**src/rtl/dp_pkg.sv**
```systemverilog
// -----------------------------------------------------------------------------
// dp_pkg
// Shared definitions for the datapath result interface.
//   DP_ZWIDTH / DP_XWIDTH : default widths of the signed z and x results
//   DP_DEPTH              : default result FIFO depth
//   dp_result_t           : one (z, x) result pair as carried through the FIFO
// -----------------------------------------------------------------------------
package dp_pkg;

    localparam int DP_ZWIDTH = 8;
    localparam int DP_XWIDTH = 16;
    localparam int DP_DEPTH  = 8;

    typedef struct packed {
        logic signed [DP_ZWIDTH-1:0] z;
        logic signed [DP_XWIDTH-1:0] x;
    } dp_result_t;

endpackage : dp_pkg

```
**src/rtl/dp_scomp.sv**
```systemverilog
// -----------------------------------------------------------------------------
// dp_scomp
// Signed magnitude comparator, two's complement at DATAWIDTH bits.
//   a, b : operands (interpreted as signed)
//   lt   : a <  b
//   gt   : a >  b
// -----------------------------------------------------------------------------
module dp_scomp #(
    parameter int DATAWIDTH = 16
) (
    input  logic [DATAWIDTH-1:0] a,
    input  logic [DATAWIDTH-1:0] b,
    output logic                 lt,
    output logic                 gt
);

    assign lt = ($signed(a) < $signed(b));
    assign gt = ($signed(a) > $signed(b));

endmodule : dp_scomp

```
**src/rtl/dp_sync_fifo.sv**
```systemverilog
// -----------------------------------------------------------------------------
// dp_sync_fifo
// Single-clock FIFO with a registered head-of-queue output.
//   clk, rst : clock, synchronous active-high reset
//   push     : write wdata (ignored when full unless a pop happens too)
//   wdata    : data to enqueue
//   pop      : consume the head entry (ignored when empty)
//   rdata    : registered head entry, valid whenever !empty
//   empty    : no entries
//   full     : DEPTH entries
//   level    : occupancy 0..DEPTH
// A word pushed into an empty FIFO shows on rdata the next cycle; there is no
// combinational bypass from wdata to rdata.
// -----------------------------------------------------------------------------
module dp_sync_fifo #(
    parameter int WIDTH = 24,
    parameter int DEPTH = 8
) (
    input  logic                     clk,
    input  logic                     rst,
    input  logic                     push,
    input  logic [WIDTH-1:0]         wdata,
    input  logic                     pop,
    output logic [WIDTH-1:0]         rdata,
    output logic                     empty,
    output logic                     full,
    output logic [$clog2(DEPTH):0]   level
);

    localparam int AW = $clog2(DEPTH);
    localparam int LW = AW + 1;
    localparam logic [LW-1:0] FULL_LVL = LW'(DEPTH);

    logic [WIDTH-1:0] mem [DEPTH];

    logic [AW-1:0]    wr_ptr_reg;
    logic [AW-1:0]    rd_ptr_reg;
    logic [AW-1:0]    rd_ptr_next;
    logic [LW-1:0]    level_reg;
    logic [WIDTH-1:0] rdata_reg;

    logic do_push;
    logic do_pop;
    logic head_from_wdata;

    assign empty   = (level_reg == '0);
    assign full    = (level_reg == FULL_LVL);
    assign do_pop  = pop && !empty;
    assign do_push = push && (!full || do_pop);

    assign rd_ptr_next = do_pop ? rd_ptr_reg + AW'(1) : rd_ptr_reg;

    // The word being written becomes the new head only when nothing else is
    // left in front of it after this cycle's pop. In that case the write
    // pointer equals the next read pointer (a full FIFO with push+pop never
    // aliases here because the read pointer has already moved on).
    assign head_from_wdata = do_push && (wr_ptr_reg == rd_ptr_next);

    // Storage array: no reset so it maps onto block/distributed RAM.
    always_ff @(posedge clk) begin
        if (do_push) begin
            mem[wr_ptr_reg] <= wdata;
        end
    end

    always_ff @(posedge clk) begin
        if (rst) begin
            wr_ptr_reg <= '0;
            rd_ptr_reg <= '0;
            level_reg  <= '0;
            rdata_reg  <= '0;
        end else begin
            if (do_push) begin
                wr_ptr_reg <= wr_ptr_reg + AW'(1);
            end
            rd_ptr_reg <= rd_ptr_next;

            case ({do_push, do_pop})
                2'b10:   level_reg <= level_reg + LW'(1);
                2'b01:   level_reg <= level_reg - LW'(1);
                default: level_reg <= level_reg;
            endcase

            // Registered head: refresh on a new head, hold otherwise.
            if (head_from_wdata) begin
                rdata_reg <= wdata;
            end else if (do_pop) begin
                rdata_reg <= mem[rd_ptr_next];
            end
        end
    end

    assign rdata = rdata_reg;
    assign level = level_reg;

endmodule : dp_sync_fifo

```
**src/rtl/dp_result_sink.sv**
```systemverilog
// -----------------------------------------------------------------------------
// dp_result_sink
// Reader side of a datapath's registered (z, x) result interface.
//   clk, rst          : clock, synchronous active-high reset
//   in_valid/in_z/in_x: result pair from the producer (no backpressure)
//   out_valid/out_ready/out_z/out_x : head-of-FIFO handshake to the consumer
//   level             : FIFO occupancy 0..DEPTH
//   ovf               : sticky, a pair was dropped because the FIFO was full
//   clear_stats       : clears ovf and the x statistics (not the FIFO)
//   stats_valid       : at least one pair accepted since reset/clear
//   x_min / x_max     : signed running min/max of accepted x
// -----------------------------------------------------------------------------
module dp_result_sink
    import dp_pkg::*;
#(
    parameter int ZWIDTH = DP_ZWIDTH,
    parameter int XWIDTH = DP_XWIDTH,
    parameter int DEPTH  = DP_DEPTH
) (
    input  logic                     clk,
    input  logic                     rst,
    input  logic                     in_valid,
    input  logic [ZWIDTH-1:0]        in_z,
    input  logic [XWIDTH-1:0]        in_x,
    output logic                     out_valid,
    input  logic                     out_ready,
    output logic [ZWIDTH-1:0]        out_z,
    output logic [XWIDTH-1:0]        out_x,
    output logic [$clog2(DEPTH):0]   level,
    output logic                     ovf,
    input  logic                     clear_stats,
    output logic                     stats_valid,
    output logic [XWIDTH-1:0]        x_min,
    output logic [XWIDTH-1:0]        x_max
);

    localparam int W = ZWIDTH + XWIDTH;

    logic [W-1:0] fifo_rdata;
    logic         fifo_empty;
    logic         fifo_full;
    logic         push;
    logic         pop;
    logic         drop;

    logic              ovf_reg;
    logic              stats_valid_reg;
    logic [XWIDTH-1:0] x_min_reg;
    logic [XWIDTH-1:0] x_max_reg;
    logic              x_below_min;
    logic              x_above_max;

    // A full FIFO still accepts a pair when the head leaves in the same cycle.
    assign pop  = out_valid && out_ready;
    assign push = in_valid && (!fifo_full || pop);
    assign drop = in_valid && !push;

    dp_sync_fifo #(
        .WIDTH (W),
        .DEPTH (DEPTH)
    ) u_fifo (
        .clk   (clk),
        .rst   (rst),
        .push  (push),
        .wdata ({in_z, in_x}),
        .pop   (pop),
        .rdata (fifo_rdata),
        .empty (fifo_empty),
        .full  (fifo_full),
        .level (level)
    );

    assign out_valid = !fifo_empty;
    assign out_z     = fifo_rdata[W-1:XWIDTH];
    assign out_x     = fifo_rdata[XWIDTH-1:0];

    dp_scomp #(.DATAWIDTH(XWIDTH)) u_cmp_min (
        .a  (in_x),
        .b  (x_min_reg),
        .lt (x_below_min),
        .gt ()
    );

    dp_scomp #(.DATAWIDTH(XWIDTH)) u_cmp_max (
        .a  (in_x),
        .b  (x_max_reg),
        .lt (),
        .gt (x_above_max)
    );

    always_ff @(posedge clk) begin
        if (rst) begin
            ovf_reg         <= 1'b0;
            stats_valid_reg <= 1'b0;
            x_min_reg       <= '0;
            x_max_reg       <= '0;
        end else if (clear_stats) begin
            // Clear beats a simultaneous drop; a simultaneous accepted push
            // restarts the statistics from that pair.
            ovf_reg         <= 1'b0;
            stats_valid_reg <= push;
            x_min_reg       <= push ? in_x : '0;
            x_max_reg       <= push ? in_x : '0;
        end else begin
            if (drop) begin
                ovf_reg <= 1'b1;
            end
            if (push) begin
                stats_valid_reg <= 1'b1;
                if (!stats_valid_reg) begin
                    x_min_reg <= in_x;
                    x_max_reg <= in_x;
                end else begin
                    if (x_below_min) begin
                        x_min_reg <= in_x;
                    end
                    if (x_above_max) begin
                        x_max_reg <= in_x;
                    end
                end
            end
        end
    end

    assign ovf         = ovf_reg;
    assign stats_valid = stats_valid_reg;
    assign x_min       = x_min_reg;
    assign x_max       = x_max_reg;

endmodule : dp_result_sink

```
**config.mk**
```make
export PLATFORM = sky130hd
export DESIGN_NAME = dp_result_sink
export DESIGN_NICKNAME = d
export VERILOG_FILES = /design/src/rtl/dp_pkg.sv /design/src/rtl/dp_scomp.sv /design/src/rtl/dp_sync_fifo.sv /design/src/rtl/dp_result_sink.sv
export SDC_FILE = /design/constraint.sdc
export NUM_CORES = 1
export LEC_CHECK = 0
export ABC_CLOCK_PERIOD_IN_PS = 5900
export CAP_MARGIN = 10
export CORE_MARGIN = 2
export CORE_UTILIZATION = 59
export DETAILED_ROUTE_END_ITERATION = 10
export PLACE_DENSITY_LB_ADDON = 0.15
export SYNTH_ARGS = -nofsm -noshare
export SYNTH_HDL_FRONTEND = slang
export SYNTH_SLANG_ARGS = --single-unit
```
**constraint.sdc**
```tcl
create_clock -name clk -period 5.9 [get_ports clk]
set_input_delay 1.18 -clock clk [delete_from_list [all_inputs] [get_ports clk]]
set_output_delay 1.18 -clock clk [all_outputs]
set_load 0.01 [all_outputs]
```
======== Word-level counts from Yosys, hierarchy flattened ========
Memories as Yosys holds them, arrays and structs flattened. A register that Yosys moved wholly into a read port is not among the register bits.
Index checks and enable logic that the tools add are counted.
word-level totals
  bits in registers ....................... 44
  latch bits .............................. 0
  RAM bits ................................ 192
  ROM bits ................................ 0
  bits of input ports ..................... 29
  logic and storage cells ................. 53
  memories kept ........................... 1
memory list
  name        words  width  read ports  clocked after memory_dff  wr ports  line                text
  u_fifo.mem  8      24     1           1                         1         dp_sync_fifo.sv:34  logic [WIDTH-1:0] mem [DEPTH];
operators by class
  $add $sub $neg .......................... 4
  multiply operators ...................... 0
  divide/modulo/power cells ............... 0
  order comparisons ....................... 2
  equality and inequality tests ........... 6
  shift operators ......................... 0
  multiplexer cells ....................... 15
  bitwise logic cells ..................... 0
  reductions and logical operators ........ 18
operators by type and width
  operator             number
  $mux 16              9
  $gt 16x16->1         1
  $lt 16x16->1         1
  $pmux 4 s2           1
  $add 3x1->3 const B  2
  $logic_and 1x1->1    6
  $ne 3x2->1 const B   2
  $reduce_bool 2->1    3
  $add 4x1->4 const B  1
  $eq 4x4->1 const B   1
  $logic_not 4->1      1
  $mux 1               4
  $reduce_and 2->1     2
  $sub 4x1->4 const B  1
  $eq 3x3->1           1
  $logic_not 1->1      3
  $mux 3               1
  $eq 2x1->1 const B   1
  $eq 2x2->1 const B   1
  $logic_or 1x1->1     2
  $reduce_or 2->1      1

======== Logic depth before layout (Yosys ltp) ========
  word-level depth ........................ 8
  gate-level depth with buffers ........... 13
  gate-level depth less buffers ........... 11

======== Hierarchy ========
Synthesis repeated with hierarchy kept, for this count alone.
second synthesis, totals
  cells, all modules ...................... 938
  area total of the unflattened synthesis .. 11956.5 sq um
by module, submodules not included
  module          times used  cells each  area each (sq um)
  dp_sync_fifo    1           675         9710.6
  dp_result_sink  1           141         1345.0
  dp_scomp        2           61          450.4

======== Worst setup path before layout ========
No wires, ideal clock.
  path type ............................... input-to-reg
  start point ............................. in out_ready
  end point ............................... mem u_fifo.mem[2][0] (enable)
  arrival time ............................ 4.380 ns
  slack ................................... 1.045 ns
  stages on the path ...................... 6
  path through ............................ nand3b_1 -> and2_1 -> buf_2 -> inv_1 -> buf_2 -> nor4b_1
on the way
  word-level cells in the longest chain between the ends .. 6
  elaborated cells on any way between the ends .. 8
ends and longest elaborated chain
  item                                                   line                                      text
  from (decl)                                            dp_result_sink.sv:26                      input logic out_ready,
  $logic_and 1x1->1 (*)                                  dp_result_sink.sv:54                      assign pop = out_valid && out_ready;
  $logic_or 1x1->1 or $logic_and 1x1->1 (tied branches)  dp_result_sink.sv:55, dp_sync_fifo.sv:48
  $logic_and 1x1->1 or $logic_or 1x1->1 (tied branches)  dp_result_sink.sv:55, dp_sync_fifo.sv:49
  $logic_and 1x1->1 (*)                                  dp_sync_fifo.sv:49                        assign do_push = push && (!full || do_pop);
  $mux 1 (*)                                             dp_sync_fifo.sv:61                        if (do_push) begin
  $mux 1 (not written as such) (*)                       dp_sync_fifo.sv:62                        mem[wr_ptr_reg] <= wdata;
  to (decl)                                              dp_sync_fifo.sv:34
Mark *: on every way between the ends. The rest lies on a longest branch, timed or not.

======== Worst setup path in the final report ========
  start point ............................. in in_x[15]
  end point ............................... reg x_min_reg[14], in the netlist x_min[14]
on the way
  word-level cells in the longest chain between the ends .. 3
ends and longest elaborated chain
  item                               line                   text
  from (decl)                        dp_result_sink.sv:24   input logic [XWIDTH-1:0] in_x,
  $lt 16x16->1                       dp_scomp.sv:17         assign lt = ($signed(a) < $signed(b));
  $ne 3x2->1 (no source line)        -
  $reduce_and 2->1 (no source line)  -
  to (signal assigned)               dp_result_sink.sv:102  x_min_reg <= push ? in_x : '0;
  to (signal assigned)               dp_result_sink.sv:111  x_min_reg <= in_x;
  to (signal assigned)               dp_result_sink.sv:115  x_min_reg <= in_x;
  to (decl)                          dp_result_sink.sv:48   logic [XWIDTH-1:0] x_min_reg;
Every way passes these cells.
A chain may end at the register's enable or synchronous reset.

==> impl_metrics.toml <==
[setup_path]
cp_slowest_cell = "mux2i_2"
setup.worst_path.start_class = "primary input"
critical_path.cell_chain = "clkdlybuf4s50_1 > ha_1 > nand4_1 > nor2_1 > a41oi_1 > o21ai_2 > buf_4 > mux2i_2 > o221ai_1"
cp_max_fo = 33
criticalPathCategory = "primary input to register"
max_stage_delay_ps = 820
cp-end-kind = "register"
arrival_ps = 4460
cp.required_ps = 6280

[clock_tree]
clk_pin_slew_ps = 70
cts_tree = "built"
cts.sinks = 260
root_buffer = "clkbuf_16"
hold_buffers = 0
clk_latency_ps = 540
postCtsResizedCells = 0
clockBufferDepth = 3
cts.htree.levels = 1
cts_setup_buffers = 0
cts_buffers = 27

[run_status]
outcome = "complete, no violations"

[sta]
max_slew_margin = 0.269
finalClockSkew_ps = 23.8
finalCritPeriodShare = 0.691
hold_violations = 0
setup_viol = 0
fin_ws_ps = 1820
finalMaxSlewViolations = 0
min_period_ps = 4080
rsz0062_at_grt = "no"
tightest_slew_ps = 1090
fmax_ghz = 0.245
fin_tns_setup_ps = 0

[logic_synthesis]
synthFlopType = "edfxtp_1"
synth.top_cell.area_share = 0.480
synthTopCellsByArea = "edfxtp_1 48%, dfxtp_1 11%, mux4_2 4.5%"
syn_avg_cell_area_um2 = 12.4
synth_cell_types = 53
syn_nets = 1036
synthArstFlopShare = 0
synth_top_cell_by_area = "edfxtp_1"
ys_seq_area_frac = 0.593
syn-cell-area_um2 = 12000
syn_inst = 971
yosysMostFrequentCell = "edfxtp_1"
ys_top_cells_by_count = "192 x edfxtp_1, 103 x a21oi_1, 68 x dfxtp_1"
yosysWarnings = 0
ys_seq_elements = 260
synth-edff-count = 192

[drt]
dr.pass1.iters = 5
finalWirelength_mm = 29.1
drc = 0
vias_per_cell = 6.36
drtAntennaViolNets = 0
vias = 8546
drtIter0Drc = 639
wl_per_cell_um = 21.6

[place]
io_buffers = 91
pre_cts_slack_ps = 1290
dp_hpwl_mm = 16.4
routabilityCongestion = 0.835

[layout]
antenna_cells = 0
fin_util = 0.704
drive_above_1_share = 0.115
fin_nets = 1118
largest_reg_flops = 192
area_delta_synth_final_pct = 17.9

[floorplanning]
die_w_um = 147
coreArea_um2 = 20100
ios = 92
start_util = 0.597
die_area_um2 = 21500
rows = 52
die_h_um = 147

[global_routing]
grt_use_total = 0.269
busiest_layer = "met2"
use_met2 = 0.445
use_met1 = 0.361
grt_overflow_total = 0
use_met3 = 0.0419
grt_pass1_wl_mm = 45.0
grt_antenna_before_repair = 0
grt_start_max_net_pins = 73
grt_pass1_vias = 8435

[power]
p_int_mw = 3.94
p_switching_mw = 1.83
p_seq_frac = 0.395
ir_worst_vdd_uv = 283
p_leak_nw = 4.88
clock_power_share = 0.295
p_per_area_nw_per_um2 = 408
switching_share = 0.317
p_comb_frac = 0.311

[run]
drv_cap = 0

[hold_path]
hp-class = "register to register"
==> critical path: cells and delay by family <==
kind                     cells  cell delay (ps)
adder cells (fa/ha/maj)      1              560
AND/OR/NAND/NOR              2              310
buffers and inverters        2             1100
AO/OA/AOI/OAI                3              470
multiplexers                 1              820
==> cells by family after synthesis <==
group | after synthesis | synth area share
adder cells (fa/ha/maj) | 36 | 0.0375
buffers and inverters | 121 | 0.0416
AO/OA/AOI/OAI | 252 | 0.137
multiplexers | 76 | 0.0890
flip-flops | 260 | 0.593
XOR/XNOR | 13 | 0.00948
AND/OR/NAND/NOR | 213 | 0.0920
==> final timing paths <==
check | start | end | slack [ps] | cells past startpoint
max reg2reg | x_min[6] | x_min[14] | 2670 | 10
min reg2reg | x_max[4] | x_max[4] | 500 | 2
max | in_x[15] | x_min[14] | 1820 | 9
min | x_max[4] | x_max[4] | 500 | 2
==> power by group through the flow <==
stage,logic (mW),registers (mW),clock network (mW)
after floorplan,1.15,2.32,0
after global placement,1.75,2.31,0
after detailed placement,1.78,2.31,0
after CTS,1.79,2.28,1.72
after global routing,1.95,2.30,1.79
final,1.79,2.28,1.70
==> final cells by class <==
class | count | area, um2
Clock buffer | 33 | 718
Clock inverter | 17 | 175
Fill cell | 1387 | 5950
Inverter | 52 | 195
Multi-Input combinational cell | 590 | 4450
Sequential cell | 260 | 7130
Tap cell | 270 | 338
Timing Repair Buffer | 122 | 1140
==> cells in the final DEF (no fill, tap or decap), types with 3 or more instances in the layout <==
cell	count
edfxtp_1	192
a21oi_1	102
clkdlybuf4s50_1	91
dfxtp_1	66
inv_1	51
a211oi_1	49
mux2i_1	48
nor2_1	36
ha_1	35
nand2_1	33
nand3_1	32
buf_4	31
nor3_1	30
nor2b_1	28
clkbuf_16	27
and3_1	25
mux4_2	24
o31ai_1	23
a22o_1	23
o21ai_0	19
o221ai_1	17
xor2_1	8
nand4_1	6
clkinv_2	5
a21o_1	4
xnor2_1	4
clkbuf_1	4
nor3_2	3
mux2_2	3
inv_6	3
bufinv_16	3
clkinvlp_4	3
clkinv_1	3
==> metal layers <==
metal | vias to the layer above | share of wire
li1 | 3891 | -
met1 | 4240 | 0.41
met2 | 340 | 0.49
met3 | 75 | 0.072
met4 | 0 | 0.030
met5 | - | 0
==> per-stage QoR <==
step,instance area (um2),hold WS (ps),total power [mW],cells
floorplan,12000,511,3.47,971
global placement,13300,480,4.06,1294
detailed placement,13300,488,4.09,1294
CTS,14200,501,5.80,1344
global route,14200,512,6.03,1344
finish,14200,501,5.77,1344
Note: power is estimated with default switching activity, not from simulation.
